File: config.mk
export PLATFORM = sky130hd
export DESIGN_NAME = reg_op_arbiter
export DESIGN_NICKNAME = d
export VERILOG_FILES = /design/src/rtl/reg_op_arbiter.sv
export SDC_FILE = /design/constraint.sdc
export NUM_CORES = 1
export LEC_CHECK = 0
export BUFFER_PORTS_ARGS = -buffer_cell sky130_fd_sc_hd__buf_2
export CAP_MARGIN = 20
export CORE_MARGIN = 2
export CORE_UTILIZATION = 54
export CTS_BUF_LIST = sky130_fd_sc_hd__clkbuf_4 sky130_fd_sc_hd__clkbuf_8
export DETAILED_ROUTE_END_ITERATION = 16
export MAX_ROUTING_LAYER = met4
export PLACE_DENSITY = 0.88
export SYNTH_ARGS = -nofsm -noshare
export SYNTH_HDL_FRONTEND = slang
export SYNTH_SLANG_ARGS = --single-unit
File: constraint.sdc
create_clock -name clk -period 4 [get_ports clk]
set_input_delay 0.2 -clock clk [delete_from_list [all_inputs] [get_ports clk]]
set_output_delay 0.2 -clock clk [all_outputs]
set_load 0.1 [all_outputs]
File: src/rtl/reg_op_arbiter.sv
// ---------------------------------------------------------------------------
// reg_op_arbiter
// Shares a bank of funsel-controlled registers (clear/load/dec/inc) among
// several requesters. One operation is accepted at a time using round-robin
// order. The selected register is then driven with one-cycle enable pulses,
// and each pulse is followed by a one-cycle gap.
//
// Ports
//   clk, rst_n   : rising-edge clock, asynchronous active-low reset
//   req_valid    : per-requester operation request
//   req_funsel   : per-requester op code (00 clr, 01 load, 10 dec, 11 inc)
//   req_sel      : per-requester target register index
//   req_data     : per-requester load value
//   req_count    : per-requester repeat count for dec/inc (0 means 1)
//   req_ready    : combinational one-hot acceptance pulse
//   req_done     : registered one-hot completion pulse
//   reg_enable   : one-hot register enable to the bank
//   reg_funsel   : shared funsel to the bank
//   reg_load     : shared load data to the bank
//   busy         : high whenever an operation is in progress
//   grant_id     : index of the last accepted requester
// ---------------------------------------------------------------------------
module reg_op_arbiter #(
    parameter int NREQ = 4,
    parameter int NREG = 4,
    parameter int N    = 8,
    parameter int CW   = 4
) (
    input  logic               clk,
    input  logic               rst_n,
    input  logic [NREQ-1:0]    req_valid,
    input  logic [2*NREQ-1:0]  req_funsel,
    input  logic [2*NREQ-1:0]  req_sel,
    input  logic [N*NREQ-1:0]  req_data,
    input  logic [CW*NREQ-1:0] req_count,
    output logic [NREQ-1:0]    req_ready,
    output logic [NREQ-1:0]    req_done,
    output logic [NREG-1:0]    reg_enable,
    output logic [1:0]         reg_funsel,
    output logic [N-1:0]       reg_load,
    output logic               busy,
    output logic [1:0]         grant_id
);

    typedef enum logic [1:0] {
        ST_IDLE  = 2'd0,
        ST_PULSE = 2'd1,
        ST_GAP   = 2'd2
    } state_e;

    localparam logic [CW-1:0] ONE_STEP = {{(CW-1){1'b0}}, 1'b1};

    // Convert a 2-bit index into a 4-bit one-hot vector.
    function automatic logic [3:0] onehot4(input logic [1:0] idx);
        return 4'b0001 << idx;
    endfunction

    // Clear and load take one step. Dec and inc repeat count times, and a
    // count of zero still takes one step.
    function automatic logic [CW-1:0] step_count(input logic [1:0] f, input logic [CW-1:0] c);
        logic [CW-1:0] s;
        if (!f[1]) begin
            s = ONE_STEP;
        end else if (c == '0) begin
            s = ONE_STEP;
        end else begin
            s = c;
        end
        return s;
    endfunction

    state_e        state_q, state_d;
    logic [1:0]    rr_ptr_q, rr_ptr_d;
    logic [1:0]    grant_id_q, grant_id_d;
    logic [1:0]    op_funsel_q, op_funsel_d;
    logic [1:0]    op_sel_q, op_sel_d;
    logic [N-1:0]  op_data_q, op_data_d;
    logic [CW-1:0] remain_q, remain_d;

    logic [NREG-1:0] reg_enable_q, reg_enable_d;
    logic [1:0]      reg_funsel_q, reg_funsel_d;
    logic [N-1:0]    reg_load_q, reg_load_d;
    logic [NREQ-1:0] req_done_q, req_done_d;
    logic            busy_q, busy_d;

    logic            gnt_found_s;
    logic [1:0]      gnt_idx_s;
    logic [NREQ-1:0] req_ready_s;

    // Round-robin search: pick the first valid requester, starting at rr_ptr.
    always_comb begin
        gnt_found_s = 1'b0;
        gnt_idx_s   = rr_ptr_q;
        for (int k = 0; k < NREQ; k++) begin
            if (!gnt_found_s && req_valid[rr_ptr_q + 2'(k)]) begin
                gnt_found_s = 1'b1;
                gnt_idx_s   = rr_ptr_q + 2'(k);
            end else begin
                gnt_found_s = gnt_found_s;
            end
        end
    end

    // Next-state logic: capture the operation on grant and count down the steps.
    always_comb begin
        state_d     = state_q;
        rr_ptr_d    = rr_ptr_q;
        grant_id_d  = grant_id_q;
        op_funsel_d = op_funsel_q;
        op_sel_d    = op_sel_q;
        op_data_d   = op_data_q;
        remain_d    = remain_q;
        case (state_q)
            ST_IDLE: begin
                if (gnt_found_s) begin
                    state_d     = ST_PULSE;
                    grant_id_d  = gnt_idx_s;
                    op_funsel_d = req_funsel[2*gnt_idx_s +: 2];
                    op_sel_d    = req_sel[2*gnt_idx_s +: 2];
                    op_data_d   = req_data[N*gnt_idx_s +: N];
                    remain_d    = step_count(req_funsel[2*gnt_idx_s +: 2],
                                             req_count[CW*gnt_idx_s +: CW]);
                end else begin
                    state_d = ST_IDLE;
                end
            end
            ST_PULSE: begin
                remain_d = remain_q - ONE_STEP;
                state_d  = ST_GAP;
            end
            ST_GAP: begin
                if (remain_q != '0) begin
                    state_d = ST_PULSE;
                end else begin
                    state_d  = ST_IDLE;
                    rr_ptr_d = grant_id_q + 2'd1;
                end
            end
            default: begin
                state_d = ST_IDLE;
            end
        endcase
    end

    // Output logic. Bank drive values are computed from the next state so that
    // the registered outputs line up with the state they belong to.
    always_comb begin
        reg_enable_d = '0;
        reg_funsel_d = 2'b00;
        reg_load_d   = '0;
        req_done_d   = '0;
        req_ready_s  = '0;
        busy_d       = (state_d != ST_IDLE);
        if (state_d == ST_PULSE) begin
            reg_enable_d = onehot4(op_sel_d);
            reg_funsel_d = op_funsel_d;
            reg_load_d   = op_data_d;
        end else begin
            reg_enable_d = '0;
        end
        if ((state_q == ST_GAP) && (state_d == ST_IDLE)) begin
            req_done_d = onehot4(grant_id_q);
        end else begin
            req_done_d = '0;
        end
        if ((state_q == ST_IDLE) && gnt_found_s) begin
            req_ready_s = onehot4(gnt_idx_s);
        end else begin
            req_ready_s = '0;
        end
    end

    // State and captured-operation registers. Reset discards any operation in flight.
    always_ff @(posedge clk or negedge rst_n) begin
        if (!rst_n) begin
            state_q     <= ST_IDLE;
            rr_ptr_q    <= 2'd0;
            grant_id_q  <= 2'd0;
            op_funsel_q <= 2'b00;
            op_sel_q    <= 2'd0;
            op_data_q   <= '0;
            remain_q    <= '0;
        end else begin
            state_q     <= state_d;
            rr_ptr_q    <= rr_ptr_d;
            grant_id_q  <= grant_id_d;
            op_funsel_q <= op_funsel_d;
            op_sel_q    <= op_sel_d;
            op_data_q   <= op_data_d;
            remain_q    <= remain_d;
        end
    end

    // Registered bank drive, completion pulse and busy flag.
    always_ff @(posedge clk or negedge rst_n) begin
        if (!rst_n) begin
            reg_enable_q <= '0;
            reg_funsel_q <= 2'b00;
            reg_load_q   <= '0;
            req_done_q   <= '0;
            busy_q       <= 1'b0;
        end else begin
            reg_enable_q <= reg_enable_d;
            reg_funsel_q <= reg_funsel_d;
            reg_load_q   <= reg_load_d;
            req_done_q   <= req_done_d;
            busy_q       <= busy_d;
        end
    end

    assign req_ready  = req_ready_s;
    assign req_done   = req_done_q;
    assign reg_enable = reg_enable_q;
    assign reg_funsel = reg_funsel_q;
    assign reg_load   = reg_load_q;
    assign busy       = busy_q;
    assign grant_id   = grant_id_q;

endmodule

==> results of run 1 <==
cell type report:
| class | instances | area share, % |
|---|---|---|
| Sequential cell | 41 | 35.4 |
| Timing Repair Buffer | 96 | 16.8 |
| Clock inverter | 1 | 1.04 |
| Clock buffer | 7 | 3.11 |
| Multi-Input combinational cell | 140 | 40.2 |
| Tap cell | 50 | 2.16 |
| Inverter | 10 | 1.30 |
routing by layer:
metal / vias to the layer above / track usage (%)
met4: 0 / 10.5
met5: - / -
met1: 865 / 26.5
met3: 20 / 5.09
li1: 885 / -
met2: 83 / 36.4
sequential cells by signal (all words and copies together), names as in the netlist:
signal and flops:
busy 1, op_data_q 8, req_done 4, rr_ptr_q 2, state_q 2, op_funsel_q 2, reg_load 8, grant_id 2
remain_q 4, op_sel_q 2, reg_enable 4, reg_funsel 2
how the worst max path moves through the flow:
stage / start / to / slack, ns / cells after the start
finish: rr_ptr_q[0] / req_ready[2] / 1.10 / 6
detailed placement: rr_ptr_q[0] / reg_enable[2] / 1.37 / 9
floorplan: rr_ptr_q[1] / req_ready[1] / 0.67 / 5
global route: rr_ptr_q[0] / req_ready[0] / 0.99 / 7
global placement: rr_ptr_q[0] / reg_load[4] / 1.48 / 8
CTS: rr_ptr_q[0] / req_ready[2] / 1.10 / 6
synthesized netlist by cell type, drive strengths merged (4+ instances only):
master | n | share of area, %
mux2i | 48 | 22
dfrtp | 41 | 45
and2 | 15 | 4.1
nand2 | 14 | 2.3
mux2 | 11 | 6.4
inv | 10 | 1.6
buf | 7 | 3.3
nor2 | 7 | 1.1
o21ai | 6 | 1.5
ha | 5 | 2.7
a21oi | 4 | 0.87
nand3 | 4 | 0.87
nor3 | 4 | 0.87
worst max-delay path: cells and delay by family, from the launching register on:
| family | cells | cell delay, ns |
|---|---|---|
| DFF | 1 | 0.43 |
| buffers and inverters | 2 | 0.87 |
| AOI/OAI and AO/OA | 2 | 0.68 |
| and+or+nand+nor | 2 | 0.41 |
cell families (layout without fill, tap and decap cells):
family	Yosys count	after routing	share of synthesized area, %
buf+inv	19	114	5.24
compound gates	21	21	6.71
mux	59	59	28.0
flops	41	41	44.7
xor+xnor	1	1	0.382
fa+ha+maj	5	5	2.73
simple gates	54	54	12.2
power groups by stage:
stage	clock network [µW]	logic [µW]	registers [µW]
after detailed placement	0	1550	681
final	349	1540	680
after CTS	356	1550	677
after global placement	0	1510	676
after global routing	379	1650	696
after floorplan	0	851	1130
per-stage QoR:
stage	utilization (%)	instance area [µm²]	hold WS (ns)
after floorplan	-	2290	-0.0956
after global placement	68.4	2780	0.358
after detailed placement	68.4	2780	0.360
after CTS	71.4	2900	0.0393
after global routing	71.4	2900	0.0777
final	71.4	2900	0.0161
cell usage in the layout (no fill, tap or decap), drive strengths merged, types with 2 or more instances in the layout:
| master | Yosys | routed |
|---|---|---|
| nor2b | 2 | 2 |
| dfrtp | 41 | 41 |
| and2 | 15 | 15 |
| a21oi | 4 | 4 |
| nand3 | 4 | 4 |
| clkbuf | 2 | 7 |
| mux2i | 48 | 48 |
| o21ai | 6 | 6 |
| nor3 | 4 | 4 |
| ha | 5 | 5 |
| buf | 7 | 96 |
| or3 | 2 | 2 |
| nand2 | 14 | 14 |
| o211ai | 2 | 2 |
| inv | 10 | 10 |
| mux2 | 11 | 11 |
| nor2 | 7 | 7 |
==> flow_metrics.tcl, run 1 <==
set metrics [dict create \
    reg2reg_depth 9 \
    die_area_um2 4780 \
    powerDensity_nw_per_um2 889 \
    r2r-end "reg_enable[2]" \
    drv_cap 0 \
    r2r_slack_ns 1.36 \
    tritoncts.num_buffers 5 \
    clkTransAtPathRegs_ns 0.08 \
    crit_chain "and2b_1, a2bb2oi_2, o221ai_4, buf_4, and3_1, buf_2" \
    avgViaCountPerCell 5.37 \
    p_comb_share_pct 60.0 \
    seq_area_frac_synth_pct 44.7 \
    drcViolationCount 0 \
    p_leak_uw 0.00158 \
    critPathKind "reg2out" \
    rsz0062_at_grt "no" \
    wl_per_cell_um 14.6 \
    p_int_uw 1280 \
    die_width_um 69.2 \
    vias 1853 \
    worstPathRequired_ns 3.80 \
    clock_sinks 41 \
    reg2reg_from "rr_ptr_q[0]" \
    wl_met1_mm 2.06 \
    slew_viol_final 0 \
    port_buffers 94 \
    grt_pass1_wl_mm 8.27 \
    max_freq_ghz 0.345 \
    power_uw 2570 \
    switchingPower_uw 1290 \
    layout_worst_path_cycle_share_pct 72.5 \
    timing.final.ws_setup_ns 1.10 \
    drive_gt1_share_pct 41.7 \
    ir_drop_uv 634 \
    hpwl_mm 3.75 \
    wl_met3_um 296 \
    die_h_um 69.2 \
    finalHoldViolations 0 \
    switching_share_pct 50.2 \
    drtIter0Drc 97 \
    hold_buffers 0 \
    cts-resized-gates 0 \
    first_pass_iters 4 \
    clkPwrFrac_pct 13.6 \
    grt_pass1_vias 1788 \
    cp_slowest_stage_delay_ns 0.54 \
    skew_ns 0.00369 \
    cts_tree "done" \
    syn_area_per_cell_um2 11.5 \
    worstSetupStartpointType "flip-flop" \
    cp.arrival_ns 2.70 \
    synth.distinct_cells 43 \
    drtAntennaViolNets 0 \
    slew_headroom_pct 42.3 \
    layout.cells.non_filler 345 \
    dp_slack_ns 1.37 \
    top_layer_used "met4" \
    grt_max_degree 42 \
    setup_violations 0 \
    ys.flop_type "dfrtp_1" \
    rows 23 \
    core_um2 4060 \
    cts_buffer_depth 2 \
    fin_setup_tns_ns 0 \
    cpMaxStageDelayCell "o221ai_4" \
    wl_mm 5.03 \
    status "complete, no violations" \
    multi_input_area_um2 1160 \
    htreeDepth 2 \
    worstSkewPairLatency_ns 0.29 \
    syn-cell-area_um2 2290 \
    met2WireLength_mm 2.51 \
    seqCellArea_um2 1030 \
    tightest_slew_ns 0.865 \
    io-pin-count 95 \
    synth_nets 275 \
    fin_nets 369 \
    fillers 304 \
    yosys_register_bits 41 \
    p_seq_share_pct 26.4 \
    synth-warning-count 0 \
    end_kind "primary output" \
    period_needed_ns 2.90 \
    synth_edf_count 0 \
    initial_core_util_pct 56.5 \
    antenna_found_initial 0 \
    grt_usage_pct 22.4 \
    ys_async_sr_fraction_pct 100 \
    placed_cells 337 \
    cts_root_buf "clkbuf_8" \
    holdCritPathClass "in2async" \
    post_cts_buffers 0 \
    antenna_cells 0 \
    gp_congestion 0.822 \
    syn_to_final_growth_pct 26.2 \
    gr-total-overflow 0 \
    syn_inst 200 \
    critPathMaxFanout 22 \
]
Note: power is estimated with default switching activity, not from simulation.
==> run 2: changes to the inputs <==
CORE_UTILIZATION = 45   (was 54)
PLACE_DENSITY = 0.79   (was 0.88)
clock period = 2.6 ns   (was 4 ns; I/O delays follow)
==> flow_metrics.tcl, run 2 (synthesized netlist as in run 1, its figures left out) <==
set metrics [dict create \
    slew_viol_final 0 \
    cts_buffer_depth 2 \
    initial_core_util_pct 47.6 \
    drtAntennaViolNets 0 \
    finalInstanceArea_um2 3000 \
    max_freq_ghz 0.405 \
    clock_sinks 41 \
    cp.arrival_ns 2.34 \
    fin_nets 372 \
    p_leak_uw 0.00161 \
    status "complete, no violations" \
    io-pin-count 95 \
    powerDensity_nw_per_um2 1360 \
    reg2reg_from "rr_ptr_q[0]" \
    worstPathRequired_ns 2.47 \
    die_area_um2 5680 \
    gp_congestion 0.842 \
    crit_path_end "req_ready[0]" \
    reg2reg_depth 8 \
    antenna_found_initial 0 \
    placed_cells 356 \
    end_kind "primary output" \
    crit_path_start "rr_ptr_q[0]" \
    period_needed_ns 2.47 \
    wl_mm 5.18 \
    drcViolationCount 0 \
    tightest_slew_ns 0.863 \
    layout.cells.non_filler 365 \
    rsz0062_at_grt "no" \
    syn_to_final_growth_pct 30.9 \
    avgViaCountPerCell 5.03 \
    holdCritPathClass "in2reg" \
    grt_pass1_vias 1674 \
    fin_setup_tns_ns 0 \
    layout_common_cells "93 x buf_2, 46 x mux2i_1, 41 x dfrtp_1" \
    r2r-end "remain_q[2]" \
    htreeDepth 2 \
    die_width_um 75.4 \
    die_h_um 75.4 \
    critPathMaxFanout 29 \
    hold_start "req_data[13]" \
    vias 1835 \
    grt_usage_pct 18.8 \
    grt_pass1_wl_mm 7.63 \
    cts_tree "done" \
    ir_drop_uv 842 \
    hpwl_mm 3.91 \
    final_common_cell "buf_2" \
    critPathKind "reg2out" \
    rows 25 \
    drv_cap 0 \
    gr-total-overflow 0 \
    port_buffers 94 \
    skew_ns 0.00591 \
    wl_per_cell_um 14.2 \
    slew_headroom_pct 42.4 \
    grt_max_degree 42 \
    clkTransAtPathRegs_ns 0.08 \
    core_um2 4820 \
    antenna_cells 0 \
    worstSetupStartpointType "flip-flop" \
    first_pass_iters 4 \
    worstSkewPairLatency_ns 0.30 \
    finalHoldViolations 0 \
    drive_gt1_share_pct 43.0 \
    drtIter0Drc 76 \
    layout_worst_path_cycle_share_pct 95.1 \
    tritoncts.num_buffers 5 \
    fillers 415 \
    cts_root_buf "clkbuf_8" \
    r2r_slack_ns 0.29 \
    setup_violations 0 \
    place_area_um2 2850 \
]
-- run 2: how the worst min path moves through the flow --
stage	end	cells past startpoint
after floorplan	busy	0
after global placement	reg_load[4]	1
after detailed placement	op_data_q[4]	1
after CTS	op_data_q[6]	4
after global routing	op_data_q[5]	4
final	op_data_q[5]	4
-- run 2: what timing repair did --
action                                 CTS  global route
hold buffers                             1             0
gates resized for setup                  0             1
endpoints found under the hold margin   41             0
buffers inserted                         0             0
setup endpoints to repair                0             2
-- run 2: metrics by stage --
stage          hold WS, ns  utilization, %  power, µW  worst slack [ns]
2_1_floorplan       -0.166               -       3060             0.188
3_3_place_gp         0.290            59.1       3430             0.356
3_5_place_dp         0.295            59.1       3490             0.275
4_1_cts              0.261            62.1       4100            0.0903
5_1_grt              0.272            62.3       4310          0.000567
6_report             0.265            62.3       4080             0.128
-- run 2: critical path, stage by stage (launching register included) --
cell       delay (ns)
dfrtp_1          0.41
and2b_1          0.18
a2bb2oi_2        0.14
o221ai_4         0.40
buf_12           0.28
nand2_1          0.09
nor2_2           0.08
buf_2            0.43
-- run 2: power breakdown --
part / switching, µW / internal [µW]
Combinational: 1650 / 794
Clock: 223 / 381
Sequential: 137 / 900
Total: 2010 / 2080
-- run 2: cell type report --
cell class,instances,area (µm²),area share [%]
Timing Repair Buffer,99,538,17.9
Multi-Input combinational cell,140,1180,39.4
Clock buffer,5,68.8,2.29
Clock inverter,3,65.1,2.17
Tap cell,67,83.8,2.79
Inverter,10,37.5,1.25
Sequential cell,41,1030,34.2
-- run 2: per-layer routing --
metal | vias up | wire (µm) | GRT usage (%)
met3 | 10 | 237 | 5.42
met2 | 53 | 2800 | 31.1
met5 | - | 0 | -
met1 | 882 | 2040 | 21.7
met4 | 0 | 101 | 6.82
li1 | 890 | - | -
==> run 3: changes to the inputs <==
CORE_UTILIZATION = 50   (was 45)
PLACE_DENSITY = 0.83   (was 0.79)
SKIP_CTS_REPAIR_TIMING = 1   (was not set)
clock period = 2.3 ns   (was 2.6 ns; I/O delays follow)
==> flow_metrics.tcl, run 3 (synthesized netlist as in run 1, its figures left out) <==
set metrics [dict create \
    vias 1824 \
    cts_buffer_depth 2 \
    worstSkewPairLatency_ns 0.30 \
    drtAntennaViolNets 0 \
    power_uw 4670 \
    max_freq_ghz 0.466 \
    layout.cells.non_filler 349 \
    cts_tree "done" \
    tightest_slew_ns 0.889 \
    period_needed_ns 2.15 \
    port_buffers 94 \
    hpwl_mm 3.84 \
    r2r-end "reg_enable[2]" \
    wl_per_cell_um 14.9 \
    status "finished, violations left" \
    syn_to_final_growth_pct 31.7 \
    placed_cells 341 \
    end_kind "primary output" \
    gr-total-overflow 0 \
    drive_gt1_share_pct 43.1 \
    r2r_slack_ns 0.19 \
    cpMaxStageDelayCell "dfrtp_1" \
    clkTransAtPathRegs_ns 0.08 \
    cts_root_buf "clkbuf_8" \
    initial_core_util_pct 52.3 \
    slew_viol_final 0 \
    core_um2 4380 \
    layout_common_cells "90 x buf_2, 46 x mux2i_1, 41 x dfrtp_1" \
    antenna_found_initial 0 \
    cp_slowest_stage_delay_ns 0.50 \
    finalHoldViolations 41 \
    dp_slack_ns 0.0966 \
    grt_pass1_vias 1887 \
    drv_cap 0 \
    holdWs_ns -0.0712 \
    gp_congestion 0.821 \
    p_leak_uw 0.00161 \
    skew_ns 0.00551 \
    clock_sinks 41 \
    wl_mm 5.20 \
    die_h_um 71.7 \
    worstPathRequired_ns 2.18 \
    crit_chain "nor3_1, a21oi_1, a31o_4, nand2_1, nor2_4, buf_12" \
    avgViaCountPerCell 5.23 \
    antenna_cells 0 \
    timing.final.ws_setup_ns 0.152 \
    layout_worst_path_cycle_share_pct 93.4 \
    reg2reg_depth 9 \
    critPathKind "reg2out" \
    critPathMaxFanout 20 \
    drcViolationCount 0 \
    post-route-util_pct 68.9 \
    holdCritPathClass "in2async" \
    ir_drop_uv 914 \
    grt_usage_pct 22.1 \
    grt_max_degree 42 \
    die_area_um2 5140 \
    io-pin-count 95 \
    setup_violations 0 \
    cp.arrival_ns 2.03 \
    die_width_um 71.7 \
    reg2reg_from "rr_ptr_q[0]" \
    violations "negative hold slack" \
    final_common_cell "buf_2" \
    htreeDepth 2 \
    grt_pass1_wl_mm 8.56 \
    slew_headroom_pct 40.7 \
    first_pass_iters 4 \
    rows 24 \
    worstSetupStartpointType "flip-flop" \
    drtIter0Drc 126 \
    powerDensity_nw_per_um2 1550 \
    fin_nets 371 \
    rsz0062_at_grt "no" \
    tritoncts.num_buffers 5 \
]
## run 3: cell count changes in the layout (fill, tap and decap cells not counted), sizes merged
cell,previous run,this run
clkbuf,5,7
bufinv,2,1
clkinv,1,0
dlygate4sd3,1,0
## run 3: cell type report
class	instances	area, µm²
Sequential cell	41	1030
Inverter	10	37.5
Clock inverter	1	30.0
Timing Repair Buffer	98	573
Fill cell	330	1360
Multi-Input combinational cell	140	1200
Clock buffer	7	90.1
Tap cell	52	65.1
## run 3: where the power goes
group / internal [µW] / leakage [µW] / switching (µW)
logic: 956 / 0.00104 / 1920
clock network: 365 / 0.0000619 / 243
registers: 1020 / 0.000515 / 164
total: 2340 / 0.00161 / 2330
## run 3: worst max-delay path, delay by kind of cell, from the launching register on
family / cells / cell delay, ns
and+or+nand+nor: 3 / 0.41
DFF: 1 / 0.50
AOI/OAI and AO/OA: 2 / 0.63
buffers and inverters: 1 / 0.18
## run 3: routing by layer
layer	wire, µm	track usage, %	vias to the layer above
li1	-	-	888
met1	2210	27.3	864
met2	2630	36.3	65
met3	295	5.06	7
met4	74	6.50	0
met5	0	-	-
## run 3: how the worst max path moves through the flow
stage,depth (start not counted),endpoint,startpoint
after global routing,9,reg_enable[2],rr_ptr_q[0]
after floorplan,4,req_ready[2],state_q[1]
after detailed placement,6,reg_enable[2],rr_ptr_q[1]
after global placement,7,reg_enable[2],rr_ptr_q[1]
after CTS,6,req_ready[3],rr_ptr_q[1]
final,6,req_ready[3],rr_ptr_q[1]
## run 3: metrics by stage
step	cell area [µm²]	setup TNS [ns]
after floorplan	2320	0
after global placement	2890	0
after detailed placement	2890	0
after CTS	3010	-0.124
after global routing	3020	0
final	3020	0
